[config.mk]
export PLATFORM = sky130hd
export DESIGN_NAME = mode_arbiter
export DESIGN_NICKNAME = d
export VERILOG_FILES = /design/src/rtl/mode_arbiter.sv
export SDC_FILE = /design/constraint.sdc
export NUM_CORES = 1
export LEC_CHECK = 0
export ABC_AREA = 1
export BUFFER_PORTS_ARGS = -buffer_cell sky130_fd_sc_hd__buf_2
export CAP_MARGIN = 20
export CORE_AREA = 2 2 72 74
export CTS_CLUSTER_SIZE = 8
export DETAILED_ROUTE_END_ITERATION = 8
export DIE_AREA = 0 0 74 76
export PLACE_DENSITY = 0.84
export SYNTH_ARGS = -nofsm -noshare
export SYNTH_HDL_FRONTEND = slang
export SYNTH_SLANG_ARGS = --single-unit
[constraint.sdc]
create_clock -name clk -period 1.3 [get_ports clk]
set_input_delay 0.13 -clock clk [delete_from_list [all_inputs] [get_ports clk]]
set_output_delay 0.13 -clock clk [all_outputs]
set_load 0.02 [all_outputs]
[src/rtl/mode_arbiter.sv]
// rtl/mode_arbiter.sv - mode FSM routing keys, clears and display words to watch/stopwatch/cook with alarm preemption
module mode_arbiter #(
    parameter int BLANK_CYC = 4
) (
    input  logic        clk,
    input  logic        reset_p,
    input  logic [3:0]  btn_pe,
    input  logic        clr,
    input  logic        alarm,
    input  logic [15:0] value_watch,
    input  logic [15:0] value_stp,
    input  logic [15:0] value_cook,
    output logic [2:0]  btn_watch,
    output logic [2:0]  btn_stp,
    output logic [2:0]  btn_cook,
    output logic        rst_watch,
    output logic        rst_stp,
    output logic        rst_cook,
    output logic [15:0] value,
    output logic [1:0]  mode,
    output logic [7:0]  LED_bar
);

    typedef enum logic [1:0] {
        WATCH = 2'd0,
        STP   = 2'd1,
        COOK  = 2'd2,
        ALARM = 2'd3
    } state_t;

    localparam logic [3:0] BLANK_LOAD = 4'(BLANK_CYC);

    state_t      state_q, state_d;
    state_t      prev_q, prev_d;
    logic [3:0]  blank_q, blank_d;
    logic        alarm_q, alarm_d;
    logic [15:0] value_q, value_d;
    logic [2:0]  btn_watch_q, btn_watch_d;
    logic [2:0]  btn_stp_q, btn_stp_d;
    logic [2:0]  btn_cook_q, btn_cook_d;
    logic        rst_watch_q, rst_watch_d;
    logic        rst_stp_q, rst_stp_d;
    logic        rst_cook_q, rst_cook_d;
    logic        alarm_rise;
    logic        blanking;

    assign alarm_rise = alarm & ~alarm_q;
    assign blanking   = (blank_q != 4'd0);

    always_ff @(posedge clk or negedge reset_p) begin
        if (!reset_p) begin
            state_q     <= WATCH;
            prev_q      <= WATCH;
            blank_q     <= 4'd0;
            alarm_q     <= 1'b0;
            value_q     <= 16'h0000;
            btn_watch_q <= 3'b000;
            btn_stp_q   <= 3'b000;
            btn_cook_q  <= 3'b000;
            rst_watch_q <= 1'b0;
            rst_stp_q   <= 1'b0;
            rst_cook_q  <= 1'b0;
        end else begin
            state_q     <= state_d;
            prev_q      <= prev_d;
            blank_q     <= blank_d;
            alarm_q     <= alarm_d;
            value_q     <= value_d;
            btn_watch_q <= btn_watch_d;
            btn_stp_q   <= btn_stp_d;
            btn_cook_q  <= btn_cook_d;
            rst_watch_q <= rst_watch_d;
            rst_stp_q   <= rst_stp_d;
            rst_cook_q  <= rst_cook_d;
        end
    end

    always_comb begin
        state_d     = state_q;
        prev_d      = prev_q;
        blank_d     = blanking ? (blank_q - 4'd1) : 4'd0;
        alarm_d     = alarm;
        btn_watch_d = 3'b000;
        btn_stp_d   = 3'b000;
        btn_cook_d  = 3'b000;
        rst_watch_d = 1'b0;
        rst_stp_d   = 1'b0;
        rst_cook_d  = 1'b0;

        case (state_q)
            WATCH, STP, COOK: begin
                // Keys and clear go only to the function currently on display.
                if (state_q == WATCH) begin
                    rst_watch_d = clr;
                    if (!blanking) btn_watch_d = btn_pe[3:1];
                end else if (state_q == STP) begin
                    rst_stp_d = clr;
                    if (!blanking) btn_stp_d = btn_pe[3:1];
                end else begin
                    rst_cook_d = clr;
                    if (!blanking) btn_cook_d = btn_pe[3:1];
                end

                // Alarm entry outranks a simultaneous mode press.
                if (alarm_rise) begin
                    prev_d  = state_q;
                    state_d = ALARM;
                    blank_d = 4'd0;
                end else if (btn_pe[0]) begin
                    blank_d = BLANK_LOAD;
                    if (state_q == WATCH)    state_d = STP;
                    else if (state_q == STP) state_d = COOK;
                    else                     state_d = WATCH;
                end
            end
            ALARM: begin
                rst_cook_d = clr;
                if (|btn_pe) begin
                    btn_cook_d[0] = 1'b1;
                    state_d       = prev_q;
                end else if (!alarm) begin
                    state_d = prev_q;
                end
            end
            default: begin
                state_d = WATCH;
            end
        endcase
    end

    // Display word follows the state being entered so ALARM shows the cook word immediately.
    always_comb begin
        value_d = value_watch;
        if (blank_d != 4'd0) begin
            value_d = 16'hFFFF;
        end else begin
            case (state_d)
                WATCH:       value_d = value_watch;
                STP:         value_d = value_stp;
                COOK, ALARM: value_d = value_cook;
                default:     value_d = value_watch;
            endcase
        end
    end

    always_comb begin
        LED_bar = 8'b0000_0001;
        case (state_q)
            WATCH:   LED_bar = 8'b0000_0001;
            STP:     LED_bar = 8'b0000_0010;
            COOK:    LED_bar = 8'b0000_0100;
            ALARM:   LED_bar = 8'b1000_0100;
            default: LED_bar = 8'b0000_0001;
        endcase
    end

    assign mode      = state_q;
    assign value     = value_q;
    assign btn_watch = btn_watch_q;
    assign btn_stp   = btn_stp_q;
    assign btn_cook  = btn_cook_q;
    assign rst_watch = rst_watch_q;
    assign rst_stp   = rst_stp_q;
    assign rst_cook  = rst_cook_q;

endmodule

==> results of run 1 <==
report_power, final:
group	internal [mW]	leakage [nW]	switching [mW]	total, mW
Sequential	1.57	0.439	0.232	1.80
Clock	0.762	0.0681	0.407	1.17
Combinational	1.69	1.13	2.46	4.14
Total	4.02	1.64	3.10	7.11
per-layer routing:
| layer | share of wire, % | vias up |
|---|---|---|
| met5 | 0 | - |
| met4 | 1.4 | 0 |
| met3 | 7.5 | 6 |
| met2 | 53 | 87 |
| met1 | 38 | 870 |
| li1 | - | 993 |
cell type report:
class | count | area share [%]
clock inverter | 3 | 2.28
clock buffer | 5 | 2.41
multi-input combinational | 165 | 27.5
inverter | 49 | 6.80
timing repair buffer | 115 | 25.3
tap | 70 | 3.07
sequential | 37 | 32.6
logic make-up (layout without fill, tap and decap cells):
kind of cell | count (synthesis) | after routing | synth area share (%)
flip-flops | 37 | 37 | 48.3
AND/OR/NAND/NOR | 153 | 153 | 34.0
AO/OA/AOI/OAI | 8 | 8 | 2.28
other | 1 | 4 | 0.196
buffers and inverters | 63 | 172 | 15.2
per-stage QoR:
| stage | hold WS, ns | total power [mW] | setup WS [ns] | cell area (sq um) |
|---|---|---|---|---|
| global route | 0.0470 | 7.72 | -0.184 | 2850 |
| detailed placement | 0.208 | 5.48 | -0.140 | 2550 |
| floorplan | -0.166 | 4.27 | -0.159 | 1950 |
| finish | 0.0482 | 7.11 | -0.0846 | 2850 |
| CTS | 0.0452 | 7.09 | -0.0851 | 2820 |
| global placement | 0.198 | 5.39 | -0.0541 | 2550 |
flip-flops by register name, indices dropped and copies added (netlist names):
name and count:
alarm_q 1, blank_q 4, btn_cook 3, btn_stp 3, btn_watch 3, mode 2, prev_q 2, rst_cook 1
rst_stp 1, rst_watch 1, value 16
repair_timing:
action	4_1_cts	5_1_grt
gates cloned	1	0
buffers inserted	3	2
hold endpoints to repair	38	0
hold buffers	2	0
resized for setup	29	8
endpoints found under the setup margin	18	26
pin swaps	3	3
worst max-delay path, stage by stage (launching register included):
cell and delay (ns):
dfrtp_2 0.48, nand2_4 0.12, buf_4 0.11, nand2_2 0.06, nand2_2 0.08, nand3_2 0.10, buf_12 0.17, nor2_1 0.10
nand2_1 0.06
synth_stat cells, drive strengths merged:
| cell type | number |
|---|---|
| inv | 49 |
| o21ai | 6 |
| nand3 | 39 |
| nand2 | 63 |
| buf | 13 |
| conb | 1 |
| a21oi | 2 |
| dfrtp | 37 |
| nor3 | 1 |
| nor2 | 50 |
| clkbuf | 1 |
worst min path at each step:
stage / start / endpoint / slack (ns) / cells after the start
finish: clr / rst_cook / 0.05 / 3
global route: clr / rst_cook / 0.05 / 3
CTS: clr / rst_cook / 0.05 / 3
detailed placement: reset_p / blank_q[2] / 0.21 / 2
global placement: reset_p / blank_q[2] / 0.20 / 2
floorplan: reset_p / alarm_q / -0.17 / 0
==> key figures, run 1 <==
Place
  – Port Buffers: 89
  – DP HPWL: 3560 microns
  – Final GP Congestion: 0.864
  – Placed Cells incl. Taps: 429

Pwr
  – Peak supply drop: 1.14 mV
  – Pwr Density: 2500 nW/um^2
  – Leak Pwr: 1.64 nW

Global routing
  – First-pass GRT wire length: 8180 microns
  – GR Overflow Total: 0
  – GRT Resource Usage Total: 18.7%
  – M1 GR Usage: 20.5%
  – Met2 Use GR: 32.8%
  – Most used routing layer: met2
  – Initial antenna violation count: 0
  – Vias in the first global route: 1957
  – Largest net degree at the start of global routing: 38
  – Global Route met3 Usage: 5.03%

Die
  – Die H: 76 microns
  – Initial core utilization: 39.0%
  – Top Ports: 94
  – Die W: 74 microns
  – Num rows: 26
  – CORE AREA: 4910 sq um
  – Die area: 5620 sq um

Clocking
  – Clock tree from TritonCTS: built
  – # H-tree levels: 2
  – Sink Count: 37
  – Num CTS Buffers: 5
  – CTS max path bufs: 2
  – Reg clk slew, reported paths: 0.08 ns
  – Skew-Pair Late Insertion Delay: 0.28 ns
  – Root buf cell: clkbuf_8

Detailed routing
  – Wire per inst: 10.8 microns
  – Post-Route WL: 4810 microns
  – Residual DRC count: 0
  – Remaining antenna violation count: 0
  – Starting DRC count in detailed routing: 113
  – TritonRoute pass-1 iters: 4
  – Vias per cell: 4.41
  – Vias: 1956

Cells and area
  – Final cell count without fillers: 444
  – Layout cell share with drive strength beyond 1: 41.7%
  – Multi-input gate area: 785 sq um
  – Commonest non-fill, non-tap cell in the layout: buf_2
  – Fillers: 447
  – Final nets: 429
  – Commonest cells after routing, fill and taps aside: buf_2, nand2_1, inv_1, nand3_1
  – N_diodes: 0
  – Fin util: 58.0%
  – Layout Area Growth over Synthesis: 48.7%
  – Register area: 928 sq um

STA
  – Peak Freq: 722 MHz
  – Tcrit/Tclk final: 107%
  – Tmin final: 1.38 ns
  – Final Setup Violations: 17
  – Pins Over Slew Limit: 0
  – Final hold violations: 0
  – Setup ws final: -0.0846 ns
  – Setup TNS Final: -0.995 ns
  – RSZ-0062 raised after global routing: true
  – Worst Clk Skew: 0.00666 ns

Yosys
  – Cell taking the most area after synthesis: dfrtp_1
  – Post-Syn Instances: 262
  – Synthesized flop and latch total: 37
  – Area of the mapped netlist: 1920 sq um
  – Synth top area cells: dfrtp_1, nand2_1, nand3_1
  – Share of the synthesized area in the top cell type: 48.3%
  – Seq/Total Area, Yosys: 48.3%
  – Number of synthesis warnings: 0
  – Post-Syn Area per Cell: 7.32 sq um
  – Synth unique cells: 20

Worst setup path
  – Flop2flop setup slack: -0.08 ns
  – Critical path arrival: 1.57 ns
  – Path depth of the worst reg2reg path: 8
  – Setup CP Type: flop to flop
  – RR Endpoint: value[10]
  – Critical-path maximum fanout: 15
  – Worst path required time: 1.48 ns
  – Crit. End Element: flop
  – Startpoint Class: flop
  – Critical Path Sink: value[10]
  – Crit path launch: mode[1]
  – Reg-to-reg startpoint: mode[1]

Run status
  – Status: complete, but fails checks
  – Failing checks: negative setup slack

Worst hold path
  – Hold/Removal Path Class: input port to flop

Run
  – Max Cap Viol: 0
Note: power is estimated with default switching activity, not from simulation.
==> run 2: changes to the inputs <==
- CAP_MARGIN: 20 -> default
- GPL_ROUTABILITY_DRIVEN: default -> 0
- SKIP_LAST_GASP: default -> 1
==> run 2 against run 1 <==
Against the previous run: the flow still finishes with violations (negative setup slack); die area unchanged; combinational power increased by 5%; utilization increased by 0.74 points; non-clock buffer count increased by 2; via count increased by 1.4%; critical endpoint is now value[15].
==> key figures, run 2 (synthesis results as in run 1) <==
Clocking
  – Root buf cell: clkbuf_8
  – Skew-Pair Late Insertion Delay: 0.28 ns (about the same)
  – Reg clk slew, reported paths: 0.07 ns (about the same)
  – Clock tree from TritonCTS: built
  – CTS max path bufs: 2 (unchanged)
  – Sink Count: 37 (unchanged)
  – Num CTS Buffers: 5 (unchanged)
  – # H-tree levels: 2 (unchanged)

Run status
  – Status: complete, but fails checks
  – Failing checks: negative setup slack

Global routing
  – First-pass GRT wire length: 8090 microns (-1.0%)
  – Largest net degree at the start of global routing: 38 (unchanged)
  – Global Route met3 Usage: 5.03% (unchanged)
  – Initial antenna violation count: 0 (unchanged)
  – M1 GR Usage: 20.9% (+0.42 points)
  – Most used routing layer: met2
  – GRT Resource Usage Total: 18.5% (-0.19 points)
  – Met2 Use GR: 31.9% (-0.89 points)
  – Vias in the first global route: 1917 (-2.0%)
  – GR Overflow Total: 0 (unchanged)

STA
  – Worst Clk Skew: 0.00704 ns (+0.000383 ns)
  – Tcrit/Tclk final: 108% (+2.0 points)
  – Setup TNS Final: -1.55 ns (-0.555 ns)
  – Peak Freq: 709 MHz (-1.8%)
  – Final Setup Violations: 18 (+1)
  – Worst hold slack: 0.0500 ns (+0.00175 ns)
  – RSZ-0062 raised after global routing: true
  – Setup ws final: -0.110 ns (-0.0255 ns)
  – Pins Over Slew Limit: 0 (unchanged)
  – Final hold violations: 0 (unchanged)
  – Tmin final: 1.41 ns (+0.0255 ns)

Detailed routing
  – Post-Route WL: 5010 microns (+4.2%)
  – Remaining antenna violation count: 0 (unchanged)
  – Vias: 1984 (+1.4%)
  – TritonRoute pass-1 iters: 4 (unchanged)
  – Starting DRC count in detailed routing: 124 (+9.7%)
  – Wire per inst: 11.2 microns (+3.7%)
  – Vias per cell: 4.45 (+0.98%)
  – Residual DRC count: 0 (unchanged)

Worst setup path
  – Worst path required time: 1.47 ns (about the same)
  – RR Endpoint: value[15]
  – Setup CP Type: flop to flop
  – Reg-to-reg startpoint: blank_q[1]
  – Worst-path cell with the longest stage delay: dfrtp_1
  – Critical Path Max Stage Delay: 0.43 ns (-0.05 ns)
  – Critical path arrival: 1.58 ns (about the same)
  – Flop2flop setup slack: -0.11 ns (-0.03 ns)
  – Crit. End Element: flop
  – Path depth of the worst reg2reg path: 7 (-1)
  – Critical-path maximum fanout: 8 (-7)
  – Startpoint Class: flop
  – CP cell instances: nor2_1 > a21oi_1 > nand2_1 > nand3_4 > buf_12 > nor2_1 > nand2_1

Worst hold path
  – Hold Path Depth: 3 (unchanged)
  – Hold path start: clr
  – Hold Path End: rst_cook
  – Hold/Removal Path Class: input port to flop

Place
  – DP HPWL: 3560 microns (unchanged)
  – Post-DP Area: 2550 sq um (unchanged)
  – Port Buffers: 89 (unchanged)

Cells and area
  – Design area: 2890 sq um (+1.3%)
  – N_diodes: 0 (unchanged)
  – Layout Area Growth over Synthesis: 50.6%
  – Max reg flops: 16 (unchanged)
  – Commonest non-fill, non-tap cell in the layout: buf_2
  – Layout cell share with drive strength beyond 1: 41.8% (+0.044 points)
  – Fin util: 58.8% (+0.74 points)
  – Fillers: 447 (unchanged)
  – Commonest cells after routing, fill and taps aside: buf_2, nand2_1, inv_1, nand3_1, nor2_1
  – Final nets: 431 (+0.47%)

Pwr
  – Peak supply drop: 1.09 mV (-4.7%)
  – Leak Pwr: 1.65 nW (+0.94%)
  – Pwr Density: 2530 nW/um^2 (+1.3%)

Run
  – Max Cap Viol: 0 (unchanged)

Die
  – Die area: 5620 sq um (unchanged)
  – Initial core utilization: 39.0% (unchanged)
  – Die H: 76 microns (unchanged)
  – Die W: 74 microns (unchanged)
  – Top Ports: 94 (unchanged)
  – CORE AREA: 4910 sq um (unchanged)
  – Num rows: 26 (unchanged)
run 2: changes by cell type in the layout (fill, tap and decap cells not counted):
cell | previous run | this run
nand3_2 | 2 | 1
nand3_4 | 0 | 1
buf_4 | 20 | 21
nor3_2 | 1 | 0
a21oi_1 | 2 | 1
clkbuf_16 | 0 | 1
a21oi_2 | 0 | 1
nor3_1 | 0 | 1
nor2_1 | 35 | 36
nor2_2 | 12 | 11
run 2: through the flow:
stage / power, mW / instances / worst slack (ns)
final: 7.30 / 446 / -0.110
after global routing: 7.89 / 446 / -0.211
after CTS: 6.97 / 443 / -0.0851
after detailed placement: 5.48 / 429 / -0.140
after global placement: 5.39 / 429 / -0.0541
after floorplan: 4.27 / 265 / -0.159
run 2: layer usage:
metal  up-vias  routed length (microns)
met4         0                       70
met1       902                     1910
met3         6                      364
li1        995                        -
met2        81                     2660
met5         -                        0
run 2: layout make-up:
class | count | area, sq um | area share (%)
clock inverters | 3 | 65.1 | 2.25
multi-input cells | 165 | 788 | 27.3
well taps | 70 | 87.6 | 3.03
clock buffers | 5 | 68.8 | 2.38
flip-flops and latches | 37 | 928 | 32.2
repair buffers | 117 | 754 | 26.1
inverters | 49 | 194 | 6.72
run 2: critical path, delay by kind of cell, from the launching register on:
family                 cells  cell delay [ns]
and+or+nand+nor            5             0.61
DFF                        1             0.43
buffers and inverters      1             0.16
AOI/OAI and AO/OA          1             0.10
run 2: repair_timing:
action	4_1_cts	5_1_grt
endpoints found under the hold margin	38	0
pin swaps	2	1
resized for setup	16	21
endpoints found under the setup margin	18	26
setup buffers	3	3
gates cloned	1	1
hold buffers	2	0
run 2: how the worst max path moves through the flow:
stage | cells after the start | end | startpoint
2_1_floorplan | 11 | value[6] | mode[1]
3_3_place_gp | 9 | value[0] | blank_q[3]
3_5_place_dp | 9 | value[0] | blank_q[3]
4_1_cts | 10 | value[14] | mode[1]
5_1_grt | 7 | value[15] | blank_q[0]
6_report | 7 | value[15] | blank_q[1]
run 2: power by group:
group	internal (mW)	switching [mW]	total (mW)	leakage (nW)
logic	1.80	2.53	4.33	1.15
registers	1.57	0.231	1.80	0.439
clock network	0.762	0.401	1.16	0.0681
total	4.13	3.16	7.30	1.65
